$ cat config.mk
export PLATFORM = sky130hd
export DESIGN_NAME = ps2_keyboard_rx
export DESIGN_NICKNAME = d
export VERILOG_FILES = /design/src/rtl/ps2_pkg.sv /design/src/rtl/ps2_fifo.sv /design/src/rtl/ps2_keyboard_rx.sv
export SDC_FILE = /design/constraint.sdc
export NUM_CORES = 1
export LEC_CHECK = 0
export CAP_MARGIN = 0
export CORE_MARGIN = 2
export CORE_UTILIZATION = 55
export CTS_CLUSTER_DIAMETER = 100
export CTS_CLUSTER_SIZE = 28
export DETAILED_ROUTE_END_ITERATION = 6
export GPL_TIMING_DRIVEN = 1
export PLACE_DENSITY = 0.73
export REMOVE_ABC_BUFFERS = 1
export SYNTH_ARGS = -nofsm -noshare
export SYNTH_HDL_FRONTEND = slang
export SYNTH_SLANG_ARGS = --single-unit
$ cat constraint.sdc
create_clock -name clk -period 3.6 [get_ports clk]
set_clock_uncertainty 0.15 [all_clocks]
set_input_delay 0.36 -clock clk [delete_from_list [all_inputs] [get_ports clk]]
set_output_delay 0.36 -clock clk [all_outputs]
set_load 0.01 [all_outputs]
$ cat src/rtl/ps2_pkg.sv
// Shared types and frame constants for the PS/2 keyboard receive path.
package ps2_pkg;
  typedef enum logic {
    IDLE  = 1'b0,
    SHIFT = 1'b1
  } ps2_state_e;

  localparam int PS2_FRAME_BITS = 11;
  localparam int PS2_DATA_BITS  = 8;
endpackage

$ cat src/rtl/ps2_fifo.sv
// First-word-fall-through FIFO; a pop on the full cycle frees room for a same-cycle push.
module ps2_fifo #(
  parameter int DEPTH = 8,
  parameter int WIDTH = 8
) (
  input  logic                     clk,
  input  logic                     rst_n,
  input  logic                     push,
  input  logic [WIDTH-1:0]         push_data,
  input  logic                     pop,
  output logic [WIDTH-1:0]         pop_data,
  output logic                     full,
  output logic                     empty,
  output logic [$clog2(DEPTH):0]   count
);
  localparam int AW = $clog2(DEPTH);

  logic [WIDTH-1:0] mem [DEPTH];
  logic [AW-1:0]    wr_ptr;
  logic [AW-1:0]    rd_ptr;
  logic             do_push;
  logic             do_pop;

  assign empty    = (count == '0);
  assign full     = (count == (AW+1)'(DEPTH));
  assign do_pop   = pop & ~empty;
  // Push-while-empty never needs the pop; push-while-full relies on it.
  assign do_push  = push & (~full | do_pop);
  assign pop_data = empty ? '0 : mem[rd_ptr];

  always_ff @(posedge clk or negedge rst_n) begin
    if (!rst_n) begin
      wr_ptr <= '0;
      rd_ptr <= '0;
      count  <= '0;
    end else begin
      if (do_push) wr_ptr <= wr_ptr + 1'b1;
      if (do_pop)  rd_ptr <= rd_ptr + 1'b1;
      case ({do_push, do_pop})
        2'b10:   count <= count + 1'b1;
        2'b01:   count <= count - 1'b1;
        default: count <= count;
      endcase
    end
  end

  always_ff @(posedge clk) begin
    if (do_push) mem[wr_ptr] <= push_data;
  end
endmodule

$ cat src/rtl/ps2_keyboard_rx.sv
// PS/2 device-to-host receiver: pin synchronizer, clock glitch filter, frame
// deframer with timeout, sticky error flags and a pop-on-read scancode FIFO.
module ps2_keyboard_rx
  import ps2_pkg::*;
#(
  parameter int FIFO_DEPTH     = 8,
  parameter int FILTER_LEN     = 8,
  parameter int TIMEOUT_CYCLES = 5000
) (
  input  logic       clk,
  input  logic       rst_n,
  input  logic       ps2_clk,
  input  logic       ps2_data,
  input  logic       rd,
  input  logic       clr_err,
  output logic [7:0] rd_data,
  output logic       valid,
  output logic       irq,
  output logic       overflow,
  output logic       frame_err,
  output logic       parity_err
);
  localparam int FW = $clog2(FILTER_LEN + 1);
  localparam int TW = $clog2(TIMEOUT_CYCLES + 1);
  localparam int CW = $clog2(FIFO_DEPTH) + 1;
  localparam logic [3:0] LAST_BIT = 4'(PS2_FRAME_BITS - 2);

  logic clk_s1, clk_s2, dat_s1, dat_s2;
  logic [FW-1:0] flt_cnt;
  logic          flt_clk;
  logic          fall;

  always_ff @(posedge clk or negedge rst_n) begin
    if (!rst_n) begin
      clk_s1 <= 1'b1;
      clk_s2 <= 1'b1;
      dat_s1 <= 1'b1;
      dat_s2 <= 1'b1;
    end else begin
      clk_s1 <= ps2_clk;
      clk_s2 <= clk_s1;
      dat_s1 <= ps2_data;
      dat_s2 <= dat_s1;
    end
  end

  // Filtered clock flips only after FILTER_LEN consecutive differing samples.
  always_ff @(posedge clk or negedge rst_n) begin
    if (!rst_n) begin
      flt_cnt <= '0;
      flt_clk <= 1'b1;
      fall    <= 1'b0;
    end else begin
      fall <= 1'b0;
      if (clk_s2 == flt_clk) begin
        flt_cnt <= '0;
      end else if (flt_cnt == FW'(FILTER_LEN - 1)) begin
        flt_clk <= clk_s2;
        flt_cnt <= '0;
        fall    <= ~clk_s2;
      end else begin
        flt_cnt <= flt_cnt + 1'b1;
      end
    end
  end

  ps2_state_e               state, state_n;
  logic [3:0]               bit_cnt, bit_cnt_n;
  logic [PS2_DATA_BITS:0]   shreg, shreg_n;
  logic [TW-1:0]            to_cnt, to_cnt_n;
  logic                     push_req, perr_ev, ferr_ev;

  always_comb begin
    state_n   = state;
    bit_cnt_n = bit_cnt;
    shreg_n   = shreg;
    to_cnt_n  = to_cnt;
    push_req  = 1'b0;
    perr_ev   = 1'b0;
    ferr_ev   = 1'b0;
    case (state)
      IDLE: begin
        to_cnt_n = '0;
        if (fall && !dat_s2) begin
          state_n   = SHIFT;
          bit_cnt_n = '0;
        end
      end
      SHIFT: begin
        if (fall) begin
          to_cnt_n = '0;
          if (bit_cnt == LAST_BIT) begin
            // shreg holds data+parity; dat_s2 is the stop bit.
            state_n  = IDLE;
            perr_ev  = ~(^shreg);
            ferr_ev  = ~dat_s2;
            push_req = (^shreg) & dat_s2;
          end else begin
            shreg_n   = {dat_s2, shreg[PS2_DATA_BITS:1]};
            bit_cnt_n = bit_cnt + 1'b1;
          end
        end else if (to_cnt == TW'(TIMEOUT_CYCLES - 1)) begin
          state_n = IDLE;
          ferr_ev = 1'b1;
        end else begin
          to_cnt_n = to_cnt + 1'b1;
        end
      end
      default: state_n = IDLE;
    endcase
  end

  logic                     push_q;
  logic [PS2_DATA_BITS-1:0] push_data_q;
  logic                     fifo_full, fifo_empty, fifo_pop, ovf_ev;
  logic [CW-1:0]            fifo_count;

  always_ff @(posedge clk or negedge rst_n) begin
    if (!rst_n) begin
      state       <= IDLE;
      bit_cnt     <= '0;
      shreg       <= '0;
      to_cnt      <= '0;
      push_q      <= 1'b0;
      push_data_q <= '0;
      overflow    <= 1'b0;
      frame_err   <= 1'b0;
      parity_err  <= 1'b0;
    end else begin
      state       <= state_n;
      bit_cnt     <= bit_cnt_n;
      shreg       <= shreg_n;
      to_cnt      <= to_cnt_n;
      push_q      <= push_req;
      if (push_req) push_data_q <= shreg[PS2_DATA_BITS-1:0];
      // A set in the same cycle as clr_err wins.
      overflow    <= ovf_ev  | (overflow   & ~clr_err);
      frame_err   <= ferr_ev | (frame_err  & ~clr_err);
      parity_err  <= perr_ev | (parity_err & ~clr_err);
    end
  end

  assign fifo_pop = rd & ~fifo_empty;
  assign ovf_ev   = push_q & fifo_full & ~fifo_pop;

  ps2_fifo #(
    .DEPTH (FIFO_DEPTH),
    .WIDTH (PS2_DATA_BITS)
  ) u_fifo (
    .clk       (clk),
    .rst_n     (rst_n),
    .push      (push_q),
    .push_data (push_data_q),
    .pop       (fifo_pop),
    .pop_data  (rd_data),
    .full      (fifo_full),
    .empty     (fifo_empty),
    .count     (fifo_count)
  );

  assign valid = (fifo_count != '0);
  assign irq   = valid;
endmodule

Yosys cells after proc, flatten, opt, wreduce, memory -nomap -nowiden
Memory sizes are Yosys's and may differ from the RTL's.
Index checks and enable logic that the tools add are counted.
- memory bits (writable): 64
- output and inout port bits: 13
- memories kept: 1
- bits in registers: 59
- ROM bits: 0
- latch bits: 0
- shifts and indexed selects: 0
- reduce and logical (&&, ||, !) cells: 9
- bitwise logic cells: 23
- multiplexer cells: 30
- $lt $le $gt $ge: 0
- equal/unequal tests: 11
- multiply operators: 0
- divide/modulo/power cells: 0
- $add $sub $neg: 7
- memories (name ; words ; width ; read ports ; clocked after Yosys merged registers in ; write ports ; line ; source):
    u_fifo.mem ; 8 ; 8 ; 1 ; 0 ; 1 ; ps2_fifo.sv:18 ; logic [WIDTH-1:0] mem [DEPTH];
- operators with widths (cell ; count):
    $mux 13 ; 2
    $pmux 13 s2 ; 1
    $mux 4 ; 5
    $mux 1 ; 18
    $pmux 4 s2 ; 2
    $add 13x1->13 const B ; 1
    $eq 13x13->1 const B ; 1
    $add 4x1->4 const B ; 3
    $not 1->1 ; 10
    $and 1x1->1 ; 9
    $reduce_xor 9->1 ; 1
    $eq 4x4->1 const B ; 2
    $mux 8 ; 1
    $add 3x1->3 const B ; 2
    $ne 2x2->1 const B ; 3
    $reduce_and 3->1 ; 2
    $eq 4x3->1 const B ; 1
    $logic_not 4->1 ; 1
    $or 1x1->1 ; 4
    $reduce_bool 4->1 ; 1
    $sub 4x1->4 const B ; 1
    $ne 3x3->1 const B ; 1
    $eq 2x1->1 const B ; 1
    $eq 2x2->1 const B ; 1
    6 further kinds ; 6

Depth between registers and ports, before layout
- depth after elaboration: 8
- gate-level depth with buffers: 12

Cells and area by module
A second synthesis with hierarchy kept.
- cell total of the unflattened synthesis: 349
- area total of the unflattened synthesis: 5307.6 µm²
- modules (own cells, without submodules) (module ; area an instance (µm²) ; cells an instance ; instances):
    ps2_fifo ; 3104.2 ; 168 ; 1
    ps2_keyboard_rx ; 2203.4 ; 181 ; 1

Least setup slack after synthesis
OpenSTA, ideal clock, no wires.
- kind: register to register
- from: register u_fifo.count[2]
- to: register u_fifo.count[2]
- setup time: 0.125 ns
- setup slack: 0.909 ns
- stages on the path, launching flop included: 13
- required time: 3.325 ns
- data arrival time: 2.416 ns
- buffers on the path: 0
- path through: dfrtp_1 > or3_1 > nor2_2 > inv_1 > nand2_1 > inv_1 > ha_1 > xor2_1 > ha_1 > a21oi_1 > xor2_1 > nor2_1 > xor2_1
- longest elaborated chain between the ends: 8
- ends and longest elaborated chain (what ; line ; source):
    from (decl) ; ps2_fifo.sv:14 ; output logic [$clog2(DEPTH):0] count
    from (signal assigned) ; ps2_fifo.sv:40 ; 2'b10: count <= count + 1'b1;
    from (signal assigned) ; ps2_fifo.sv:41 ; 2'b01: count <= count - 1'b1;
    from (signal assigned) ; ps2_fifo.sv:42 ; default: count <= count;
    $logic_not 4->1 (*) ; ps2_fifo.sv:24 ; assign empty = (count == '0);
    $not 1->1 (*) ; ps2_fifo.sv:26, ps2_keyboard_rx.sv:143 ;
    $and 1x1->1 ; ps2_keyboard_rx.sv:143 ; assign fifo_pop = rd & ~fifo_empty;
    $and 1x1->1 (*) ; ps2_fifo.sv:26 ; assign do_pop = pop & ~empty;
    named net u_fifo.do_pop ; ps2_fifo.sv:22 ; logic do_pop;
    $or 1x1->1 ; ps2_fifo.sv:28 ; assign do_push = push & (~full | do_pop);
    $and 1x1->1 ; ps2_fifo.sv:28 ;
    $eq 2x1->1 / $eq 2x2->1 (equally long branches) ; ps2_fifo.sv:39 ; case ({do_push, do_pop})
    $pmux 4 s2 / $reduce_bool 2->1 (equally long branches) ; -- ;
Mark *: on every way through the listed nets, which the timed path passes. The rest lies on a longest branch.
A chain may end at the register's enable or synchronous reset.

Final worst setup path
- from: register u_fifo.rd_ptr[1]
- to: output port rd_data[7]
- longest elaborated chain between the ends: 2
- ends and longest elaborated chain (what ; line ; source):
    from (decl) ; ps2_fifo.sv:20 ; logic [AW-1:0] rd_ptr;
    from (signal assigned) ; ps2_fifo.sv:38 ; if (do_pop) rd_ptr <= rd_ptr + 1'b1;
    $mem_v2 8x8 ; -- ;
    $mux 8 ; ps2_fifo.sv:29 ; assign pop_data = empty ? '0 : mem[rd_ptr];
    to (decl) ; ps2_keyboard_rx.sv:16 ; output logic [7:0] rd_data,
Every way passes these cells.

==> metrics.yaml <==
die_area_um2: 10200
design_area_um2: 6050
drive_above_1_share: 0.185
crit_type: "flip-flop to output pin"
irDropWorstVdd_v: 0.000322
hold_path.class: "input pin to flip-flop"
arrival_ps: 2520
required_ps: 3090
antenna_left: 0
synth_xor_area_frac: 0.0476
muxShareOfSynthArea: 0.118
rr_worst_depth: 13
wl_per_cell_um: 17.3
outcome: "finished clean"
portBuffers: 18
clock-sinks: 123
wl_um: 8870
dp_hpwl_um: 5560
first_pass_iters: 4
synth_top_area_cell: "edfxtp_1"
setup_viol: 0
track_usage: 0.196
rsz0062_at_grt: "false"
fill_cells: 636
yosys.cell_count.top_type: "edfxtp_1"
synthArstFlopShare: 0.480
routed_via_density: 5.64
grt_max_degree: 34
power_density_nw_per_um2: 528
cts_htree_levels: 4
synth-seq-cells: 123
place_congestion: 0.772
max_freq_mhz: 330
clk_latency_ps: 510
n_antenna_cell: 0
r2r_start: "u_fifo.count[2]$_DFFE_PN0P_"
worst-path-max-fanout: 18
p_int_mw: 2.57
num_vias: 2889
synth-compound-area-share: 0.0256
synth_ff_type: "edfxtp_1"
drt_iter0_markers: 178
synth_top_family_by_area: "multiplexers"
num-nets-final: 403
sequentialPowerShare: 0.473
start_util: 0.563
cts_buffers: 17
postSynthAreaPerCell_um2: 14.5
tightest_slew_ps: 898
p_comb_frac: 0.019
fin_tns_setup_ps: 0
yosysUniqueCellTypes: 45
post-place-ws_ps: 789
grt-ovfl-total: 0
setup_ws_ps: 565
yosys_warnings: 0
hold_path_startpoint: "ps2_data"
die_y_um: 101
critPathLaunchType: "flip-flop"
hold_path_depth: 1
power_switching_share: 0.197
dpl_cell_area_um2: 5470
die_x_um: 101
yosys-top-cells-area: "edfxtp_1 37%, dfrtp_1 26%, mux4_2 7.0%"
regToRegEndpoint: "u_fifo.count[2]$_DFFE_PN0P_"
max-cap-violations: 0
period_needed_ps: 3030
cts.reportedPaths.clkPinSlew_ps: 60
crit_chain: "mux4_2 > mux2i_1 > nor2_1 > clkdlybuf4s50_1"
synth_commonest_cells: "64 x edfxtp_1, 54 x dfrtp_1, 39 x nand2_1"
clkPwrFrac: 0.508
cts_max_path_buffers: 2
synthCells: 356
ios: 19
synth-simple-area-share: 0.115
synth_top_area_frac: 0.371
drv_slew: 0
grt_pass1_vias: 2986
period_share: 0.843
total_leakage_power_nw: 2.53
synth_fa_ha_area_frac: 0.0218
syn_area_um2: 5170
crit_path_top_delay_cell: "dfrtp_1"
coreArea_um2: 9200
rows: 35
cpPeakStageDelay_ps: 880
reg2reg_slack_ps: 780
areaGrowthSynthToFinish_pct: 17.0
cp-end-kind: "output pin"
min_to: "dat_s1$_DFF_PN1_"
finalHoldViolations: 0
slew_headroom: 0.399
p_sw_uw: 629
antenna_found_initial: 0
synth_edf_count: 64
seq_area_frac_synth: 0.658
cts_root_buf: "clkbuf_8"
cts_tree: "built"
drc: 0
grt_pass1_wl_um: 14700
## worst max-delay path: cells and delay by family, from the launching register on
kind | cells | cell delay (ps)
simple gates | 1 | 70
flops | 1 | 880
mux | 2 | 590
buf+inv | 1 | 480
## registers in the layout (all words and copies together), names as in the netlist, 3 cells and up
| name | flops |
|---|---|
| u_fifo.count | 4 |
| u_fifo.wr_ptr | 3 |
| push_data_q | 8 |
| shreg | 9 |
| u_fifo.mem | 64 |
| flt_cnt | 4 |
| u_fifo.rd_ptr | 3 |
| bit_cnt | 4 |
| to_cnt | 13 |
## cell type report
| class | count | area [um^2] | share of cell area |
|---|---|---|---|
| repair buffers | 24 | 223 | 0.0368 |
| multi-input cells | 216 | 1690 | 0.280 |
| flip-flops and latches | 123 | 3400 | 0.562 |
| clock inverters | 14 | 154 | 0.0254 |
| clock buffers | 18 | 418 | 0.0690 |
| inverters | 6 | 22.5 | 0.00372 |
| well taps | 111 | 139 | 0.0229 |
## what timing repair did
action / 4_1_cts / 5_1_grt
gates resized for setup: 0 / 0
setup buffers: 0 / 0
hold buffers: 1 / 0
hold endpoints to repair: 21 / 0
## worst max path at each step
stage | startpoint | to
final | u_fifo.rd_ptr[1]$_DFFE_PN0P_ | rd_data[7]
after floorplan | u_fifo.count[2]$_DFFE_PN0P_ | u_fifo.count[2]$_DFFE_PN0P_
after CTS | u_fifo.rd_ptr[1]$_DFFE_PN0P_ | rd_data[7]
after detailed placement | u_fifo.count[2]$_DFFE_PN0P_ | u_fifo.count[2]$_DFFE_PN0P_
after global routing | u_fifo.rd_ptr[1]$_DFFE_PN0P_ | rd_data[4]
after global placement | u_fifo.count[2]$_DFFE_PN0P_ | u_fifo.count[2]$_DFFE_PN0P_
## cells by family (layout without fill, tap and decap cells)
family / count (synthesis) / in the layout
AND/OR/NAND/NOR: 122 / 122
flip-flops: 123 / 123
AO/OA/AOI/OAI: 22 / 22
buffers and inverters: 17 / 62
XOR/XNOR: 25 / 25
multiplexers: 38 / 38
adder cells (fa/ha/maj): 9 / 9
## metal layers
metal  wire length (um)  GRT usage  share of wire
met1               3910      0.252           0.44
met2               4560      0.323           0.51
met3                312     0.0603          0.035
met4                 79     0.0655         0.0089
met5                  0          0              0
## cell usage in the layout, fill, tap and decap left out, drive strengths merged, types with 2 or more instances in the layout
cell type and n:
nand2 39, o21ai 9, and3b 2, or2 2
edfxtp 64, ha 9, dfrtp 54, bufinv 3
nor3b 3, mux4 16, clkdlybuf4s50 17, xor2 11
nand3 9, nand4 5, and2 2, mux2i 10
clkbuf 18, clkinv 8, xnor2 12, inv 6
mux2 12, clkinvlp 3, nor2 32, xnor3 2
nor2b 2, nand2b 6, or3 5, nor3 7
buf 6, a21oi 8, nand3b 3, dfstp 5
## power by group through the flow
| stage | logic [mW] | clock network, mW | registers (mW) |
|---|---|---|---|
| floorplan | 0.0357 | 0 | 1.54 |
| global placement | 0.0591 | 0 | 1.54 |
| detailed placement | 0.0618 | 0 | 1.54 |
| CTS | 0.0629 | 1.66 | 1.51 |
| global route | 0.0712 | 1.72 | 1.52 |
| finish | 0.0609 | 1.62 | 1.51 |
## per-stage QoR
step,hold WS [ps],utilization,instances,power (mW)
global placement,197,0.595,479,1.60
CTS,79.2,0.658,512,3.23
detailed placement,199,0.595,479,1.60
finish,108,0.658,512,3.20
floorplan,-85.6,-,345,1.57
global route,80.1,0.658,512,3.31
Note: power is estimated with default switching activity, not from simulation.
